## src/rtl/logic_stream_unit.sv

```systemverilog
// logic_stream_unit: WIDTH-bit registered 8-op logic unit with single-shot and reduce (stream fold) modes over valid/ready; LOGIC_STREAM_PARITY_EN adds out_parity
module logic_stream_unit #(
  parameter int WIDTH = 8,
  parameter int CNT_W = 4
) (
  input  logic             clk,
  input  logic             rst,
  input  logic             in_valid,
  output logic             in_ready,
  input  logic [WIDTH-1:0] in_a,
  input  logic [WIDTH-1:0] in_b,
  input  logic [2:0]       in_op,
  input  logic             in_mode,
  input  logic             in_last,
  output logic             out_valid,
  input  logic             out_ready,
  output logic [WIDTH-1:0] out_data,
  output logic [CNT_W-1:0] out_count
`ifdef LOGIC_STREAM_PARITY_EN
  ,
  output logic             out_parity
`endif
);
  localparam logic [1:0] IDLE  = 2'd0;
  localparam logic [1:0] ACCUM = 2'd1;
  localparam logic [1:0] HOLD  = 2'd2;
  logic [1:0]       r_state;
  logic [WIDTH-1:0] r_acc;
  logic [2:0]       r_op;
  logic [CNT_W-1:0] r_cnt;
  logic [WIDTH-1:0] r_data;
  logic [CNT_W-1:0] r_count;
  logic             w_idle;
  logic             w_accept;
  logic             w_single;
  logic             w_done;
  logic             w_inv;
  logic [2:0]       w_op;
  logic [WIDTH-1:0] w_acc_nxt;
  logic [WIDTH-1:0] w_res;
  logic [WIDTH-1:0] w_out_nxt;
  logic [CNT_W-1:0] w_cnt_nxt;
  function automatic logic [WIDTH-1:0] f_op(input logic [2:0] op, input logic [WIDTH-1:0] x, input logic [WIDTH-1:0] y);
    return (op == 3'd0 || op == 3'd3) ? (x & y) :
           (op == 3'd1 || op == 3'd4) ? (x | y) :
           (op == 3'd2 || op == 3'd5) ? (x ^ y) :
           (op == 3'd6) ? ~x : x;
  endfunction
  assign in_ready  = (r_state != HOLD);
  assign out_valid = (r_state == HOLD);
  assign out_data  = r_data;
  assign out_count = r_count;
  assign w_idle    = (r_state == IDLE);
  assign w_accept  = in_valid & in_ready;
  assign w_single  = w_idle & ~in_mode;
  assign w_done    = w_single | in_last;
  assign w_op      = w_idle ? in_op : r_op;
  assign w_inv     = (w_op >= 3'd3) && (w_op <= 3'd5);
  assign w_acc_nxt = w_idle ? ((in_op == 3'd6) ? ~in_a : in_a) : f_op(r_op, in_a, r_acc);
  assign w_res     = w_single ? f_op(in_op, in_a, in_b) : w_acc_nxt;
  assign w_out_nxt = w_inv ? ~w_res : w_res;
  assign w_cnt_nxt = w_idle ? CNT_W'(1) : ((&r_cnt) ? r_cnt : r_cnt + CNT_W'(1));
  always_ff @(posedge clk) begin
    if (rst) begin
      r_state <= IDLE;
      r_acc   <= '0;
      r_op    <= '0;
      r_cnt   <= '0;
      r_data  <= '0;
      r_count <= '0;
`ifdef LOGIC_STREAM_PARITY_EN
      out_parity <= 1'b0;
`endif
    end else if (w_accept) begin
      r_acc <= w_acc_nxt;
      r_cnt <= w_cnt_nxt;
      if (w_idle) r_op <= in_op;
      if (w_done) begin
        r_data  <= w_out_nxt;
        r_count <= w_cnt_nxt;
        r_state <= HOLD;
`ifdef LOGIC_STREAM_PARITY_EN
        out_parity <= ^w_out_nxt;
`endif
      end else begin
        r_state <= ACCUM;
      end
    end else if (out_valid && out_ready) begin
      r_state <= IDLE;
    end
  end
endmodule
```

## config.mk

```make
export PLATFORM = sky130hd
export DESIGN_NAME = logic_stream_unit
export DESIGN_NICKNAME = d
export VERILOG_FILES = /design/src/rtl/logic_stream_unit.sv
export SDC_FILE = /design/constraint.sdc
export NUM_CORES = 1
export LEC_CHECK = 0
export ABC_AREA = 1
export CAP_MARGIN = 20
export CORE_ASPECT_RATIO = 1.25
export CORE_MARGIN = 8
export CORE_UTILIZATION = 30
export DETAILED_ROUTE_END_ITERATION = 8
export GPL_ROUTABILITY_DRIVEN = 0
export GPL_TIMING_DRIVEN = 0
export PLACE_DENSITY = 0.54
export SYNTH_ARGS = -nofsm -noshare
export SYNTH_HDL_FRONTEND = slang
export SYNTH_SLANG_ARGS = --single-unit
```

## constraint.sdc

```tcl
create_clock -name clk -period 3.25 [get_ports clk]
set_input_delay 0.65 -clock clk [delete_from_list [all_inputs] [get_ports clk]]
set_output_delay 0.65 -clock clk [all_outputs]
set_load 0.02 [all_outputs]
```

==> flow_metrics.py, run 1 <==
metrics = {
    "clock_network": {
        "cts_num_sinks": 29,
        "ctsHtreeMaxLevel": 2,
        "cts_hold_buf": 0,
        "root_buffer": "clkbuf_16",
        "clk_pin_slew_ns": 0.05,
        "tritoncts": "done",
        "cts_buffer_depth": 2,
        "cts_resized": 0,
        "clkLatencyLatePin_ns": 0.28,
        "cts_made_buffers": 5,
        "post-cts-setup-buffer-count": 0,
    },
    "critical_path": {
        "worstSetupPathType": "input port to register",
        "worst-path-max-fanout": 10,
        "required_ns": 3.42,
        "cp-start-kind": "input port",
        "cp-end-kind": "register",
        "crit_arrival_ns": 2.52,
    },
    "final_layout": {
        "final_cell_mix": "nand2_1, nand3_1, inv_1",
        "layout_commonest_cell": "nand2_1",
        "utilization_pct": 37.5,
        "syn2layout_area_growth_pct": 23.4,
        "num-nets-final": 547,
        "finish.instance_area_um2": 3560,
        "multi_input_area_um2": 1950,
        "num-fill-cells": 1030,
        "seq_area_um2": 581,
        "drive_gt1_share_pct": 11.2,
        "n_antenna_cell": 0,
    },
    "sta": {
        "fin_ws_ns": 0.895,
        "slew_headroom_pct": 67.0,
        "max_freq_ghz": 0.425,
        "fin_skew_ns": 0.00441,
        "setup_violations": 0,
        "finalCriticalPeriod_ns": 2.36,
        "drv_slew": 0,
        "fin_crit_sh_pct": 72.5,
        "setup_tns_ns": 0,
        "worst_pin_slew_ns": 0.495,
        "hold_viol_final": 0,
        "rsz0062_at_grt": "false",
        "worst_hold_slack_ns": 0.447,
    },
    "logic_synthesis": {
        "syn_area_um2": 2890,
        "yosys.area.top_type_share_pct": 20.1,
        "syn_nets": 502,
        "synth-seq-area-share_pct": 20.1,
        "syn_inst": 444,
        "yosys.area.top_type": "dfxtp_1",
        "synthTopCellsByArea": "dfxtp_1, nand2_1, ha_1",
        "ys_ff_latch": 29,
        "avgSynthCellArea_um2": 6.50,
        "yosys_warnings": 0,
        "synth_cell_types": 35,
    },
    "floorplanning": {
        "die_area_um2": 13000,
        "die_w_um": 104,
        "initial_utilization_pct": 30.4,
        "fp.dieH_um": 126,
        "num_rows": 40,
        "core-area_um2": 9510,
        "io_pins": 39,
    },
    "power_and_ir_drop": {
        "pwr-share-comb_pct": 40.6,
        "power_density_nw_per_um2": 408,
        "sequentialPowerShare_pct": 29.1,
        "switchingPower_mw": 0.549,
        "irDropWorstVdd_v": 0.000320,
        "switching_share_pct": 37.7,
        "p_clk_share_pct": 30.3,
        "p_int_mw": 0.907,
        "p_leak_nw": 1.76,
    },
    "routing": {
        "firstDrtPassIters": 4,
        "vias": 2912,
        "drtIter0Drc": 171,
        "wire_per_inst_um": 13.8,
        "via_per_inst": 4.73,
        "ant_nets": 0,
        "drc": 0,
        "wl_um": 8520,
    },
    "grt": {
        "grt_usage_pct": 13.3,
        "antenna_found_initial": 0,
        "grt_max_degree": 11,
        "grt_pass1_vias": 2900,
        "grt_overflow": 0,
        "grt_pass1_wl_um": 14500,
    },
    "outcome": {
        "status": "finished, final reports clean",
    },
    "flow_run": {
        "cap_violations": 0,
    },
    "placed_design": {
        "dpl_cell_area_um2": 3430,
        "numPortBuffers": 38,
        "dp_slack_ns": 0.637,
        "dp_hpwl_um": 6900,
    },
    "min_path": {
        "min_path_type": "register to register",
    },
}
## power by group through the flow
stage | Clock [mW] | Combinational (mW) | Sequential, mW
after floorplan | 0 | 0.386 | 0.443
after global placement | 0 | 0.583 | 0.431
after CTS | 0.449 | 0.593 | 0.424
after global routing | 0.462 | 0.671 | 0.429
after detailed placement | 0 | 0.590 | 0.431
final | 0.441 | 0.591 | 0.424
## synth_stat cells (all sizes together)
library cell,n
nor3,1
a21oi,23
a211oi,2
nand4,4
buf,10
o31ai,1
dfxtp,29
o21ai,31
o21a,1
a31oi,1
nand3,76
or2,16
o211ai,7
ha,33
inv,64
xor2,8
clkbuf,4
nand2,124
nor2,9
## sequential cells by signal, summed over array words and instances (netlist names)
signal and count:
out_data 8, r_acc 8, out_count 4, r_cnt 4, r_op 3, r_state 2
## critical path: stages
cell and delay (ns):
clkdlybuf4s50_1 0.52, inv_1 0.11, nand2_1 0.07, nand3_1 0.17, inv_1 0.17, buf_2 0.24
a21oi_1 0.07, o21ai_0 0.08, nand3_1 0.09, nand2_1 0.10, nand3_1 0.08, nand3_1 0.12
nand2_1 0.05
## metrics by stage
step	instances	power, mW
2_1_floorplan	444	0.829
3_3_place_gp	608	1.01
3_5_place_dp	608	1.02
4_1_cts	616	1.47
5_1_grt	616	1.56
6_report	616	1.46
## path summary, 6_finish.rpt
path	from	endpoint	slack [ns]	depth (start not counted)
worst max register to register	r_op[0]$_SDFFE_PP0P_	out_data[3]$_SDFFE_PP0P_	1.42	12
worst max-delay path	in_op[2]	out_data[7]$_SDFFE_PP0P_	0.89	13
worst min-delay path	out_data[2]$_SDFFE_PP0P_	out_data[2]$_SDFFE_PP0P_	0.45	2
worst min register to register	out_data[2]$_SDFFE_PP0P_	out_data[2]$_SDFFE_PP0P_	0.45	2
## kinds of logic after synthesis
group | count (synthesis) | share of synthesized area, %
xor gates and xnor gates | 8 | 2.43
buffers and inverters | 78 | 12.3
AOI/OAI and AO/OA | 66 | 13.5
adders and majority gates | 33 | 14.3
DFF | 29 | 20.1
and+or+nand+nor | 230 | 37.4
## routing by layer
| layer | part of all wire, % | routed length (um) | track usage [%] |
|---|---|---|---|
| met1 | 45 | 3810 | 15.6 |
| met2 | 49 | 4160 | 23.0 |
| met5 | 0 | 0 | 0 |
| met4 | 3.7 | 318 | 7.51 |
| met3 | 2.7 | 230 | 1.68 |
## cell type report
type,instances,area share [%]
Buffer,14,3.12
Clock buffer,6,3.62
Clock inverter,2,0.281
Inverter,64,6.81
Multi-Input combinational cell,337,54.8
Sequential cell,29,16.3
Tap cell,126,4.42
Timing Repair Buffer,38,10.7
(Power assumes the default switching activity.)
==> inputs of run 2 (changes only) <==
clock period = 2.22 ns   (was 3.25 ns; I/O delays follow)
==> run 2 against run 1 <==
Net effect:
- design area rose by 0.63%
- register-to-register slack got worse by 1.0 ns
- via count fell by 0.93%
- clock skew shrank 0.0011 ns
- sequential power increased by 46%
- critical path depth decreased by 1
- global-route usage unchanged
- clock-buffer cell count is the same
- die area unchanged
- clock power rose by 47%
- combinational power increased by 47%
==> flow_metrics.py, run 2 (synthesis results as in run 1) <==
metrics = {
    "clock_network": {
        "cts_made_buffers": 5,
        "cts_buffer_depth": 2,
        "cts_num_sinks": 29,
        "ctsHtreeMaxLevel": 2,
        "cts_hold_buf": 0,
        "clk_pin_slew_ns": 0.05,
        "tritoncts": "done",
        "clkLatencyLatePin_ns": 0.28,
        "root_buffer": "clkbuf_16",
    },
    "floorplanning": {
        "fp.dieH_um": 126,
        "die_area_um2": 13000,
        "die_w_um": 104,
        "core-area_um2": 9510,
        "io_pins": 39,
        "initial_utilization_pct": 30.4,
        "num_rows": 40,
    },
    "critical_path": {
        "critical-path-slowest-cell": "clkdlybuf4s50_1",
        "worstPathCellList": "clkdlybuf4s50_1 > inv_1 > nand2_1 > nand2_1 > or2_1 > buf_6 > inv_1 > a21oi_1 > nand2_1 > nand3_1 > nand3_1 > nand2_1",
        "cp_slowest_stage_delay_ns": 0.50,
        "crit_top_cell": "nand2_1",
        "required_ns": 2.39,
        "crit_arrival_ns": 2.26,
        "path_buf_inv": 4,
        "cp-end-kind": "register",
        "worst-path-max-fanout": 10,
        "cp-start-kind": "input port",
        "worstSetupPathType": "input port to register",
        "crit_family": "buffers and inverters",
    },
    "final_layout": {
        "drive_gt1_share_pct": 12.0,
        "layout_commonest_cell": "nand2_1",
        "n_antenna_cell": 0,
        "final_cell_mix": "nand2_1, nand3_1, inv_1",
        "finish.instance_area_um2": 3590,
        "syn2layout_area_growth_pct": 24.2,
        "num-nets-final": 548,
    },
    "routing": {
        "drtIter0Drc": 159,
        "wire_per_inst_um": 13.8,
        "ant_nets": 0,
        "wl_um": 8520,
        "met1_length_um": 3860,
        "routed-wl-met3_um": 190,
        "met2WireLength_um": 4180,
        "firstDrtPassIters": 4,
        "highest_layer": "met4",
        "vias": 2885,
        "drc": 0,
        "via_per_inst": 4.68,
    },
    "placed_design": {
        "dpl_cell_area_um2": 3430,
        "dp_hpwl_um": 6900,
        "numPortBuffers": 38,
        "dp_slack_ns": -0.187,
    },
    "min_path": {
        "min_path_type": "register to register",
    },
    "sta": {
        "slew_headroom_pct": 67.4,
        "drv_slew": 0,
        "fin_skew_ns": 0.00330,
        "worst_pin_slew_ns": 0.489,
        "fin_ws_ns": 0.136,
        "hold_viol_final": 0,
        "setup_violations": 0,
        "fin_crit_sh_pct": 93.9,
        "max_freq_ghz": 0.480,
        "rsz0062_at_grt": "false",
        "finalCriticalPeriod_ns": 2.08,
    },
    "power_and_ir_drop": {
        "power_density_nw_per_um2": 596,
        "irDropWorstVdd_v": 0.000468,
        "p_leak_nw": 1.79,
        "power_mw": 2.14,
    },
    "grt": {
        "grt_pass1_wl_um": 14500,
        "grt_overflow": 0,
        "grt_usage_pct": 13.3,
        "grt_max_degree": 11,
        "grt_pass1_vias": 2900,
        "antenna_found_initial": 0,
    },
    "flow_run": {
        "cap_violations": 0,
    },
    "outcome": {
        "status": "finished, final reports clean",
    },
}
run 2: worst paths after layout:
kind | startpoint | end | slack (ns) | depth (start not counted)
setup / recovery | in_op[0] | out_data[2]$_SDFFE_PP0P_ | 0.14 | 12
hold / removal | out_data[2]$_SDFFE_PP0P_ | out_data[2]$_SDFFE_PP0P_ | 0.45 | 2
setup reg to reg | r_op[1]$_SDFFE_PP0P_ | out_data[4]$_SDFFE_PP0P_ | 0.42 | 17
hold reg to reg | out_data[2]$_SDFFE_PP0P_ | out_data[2]$_SDFFE_PP0P_ | 0.45 | 2
run 2: per-stage QoR:
stage               hold WS (ns)  setup TNS (ns)  utilization [%]  cells
floorplan                  0.493               0                -    444
global placement           0.441          -0.946             36.0    608
detailed placement         0.440           -1.24             36.0    608
CTS                        0.453               0             37.5    616
global route               0.468               0             37.7    617
finish                     0.447               0             37.7    617
run 2: worst min-delay path: stages (launching register included):
cell     delay, ns
dfxtp_1       0.30
nand2_1       0.06
nand2_1       0.04
run 2: report_power, final:
group          internal, mW  switching, mW  total [mW]
clock                 0.411          0.238       0.649
sequential            0.576         0.0440       0.620
combinational         0.343          0.525       0.868
total                  1.33          0.808        2.14
run 2: layout make-up:
cell class / instances / area (um2)
well taps: 126 / 158
multi-input cells: 337 / 1960
plain buffers: 14 / 114
flip-flops and latches: 29 / 581
repair buffers: 39 / 395
fillers: 1028 / 5920
inverters: 64 / 243
clock buffers: 6 / 129
clock inverters: 2 / 10.0
run 2: routing by layer:
| metal | GRT usage [%] | vias up |
|---|---|---|
| met5 | 0 | - |
| met4 | 7.51 | 0 |
| li1 | - | 1536 |
| met3 | 1.68 | 18 |
| met2 | 23.0 | 52 |
| met1 | 15.6 | 1279 |
run 2: what timing repair did:
item	CTS	global route
resized for setup	0	7
buffers inserted	0	1
endpoints found under the setup margin	0	7
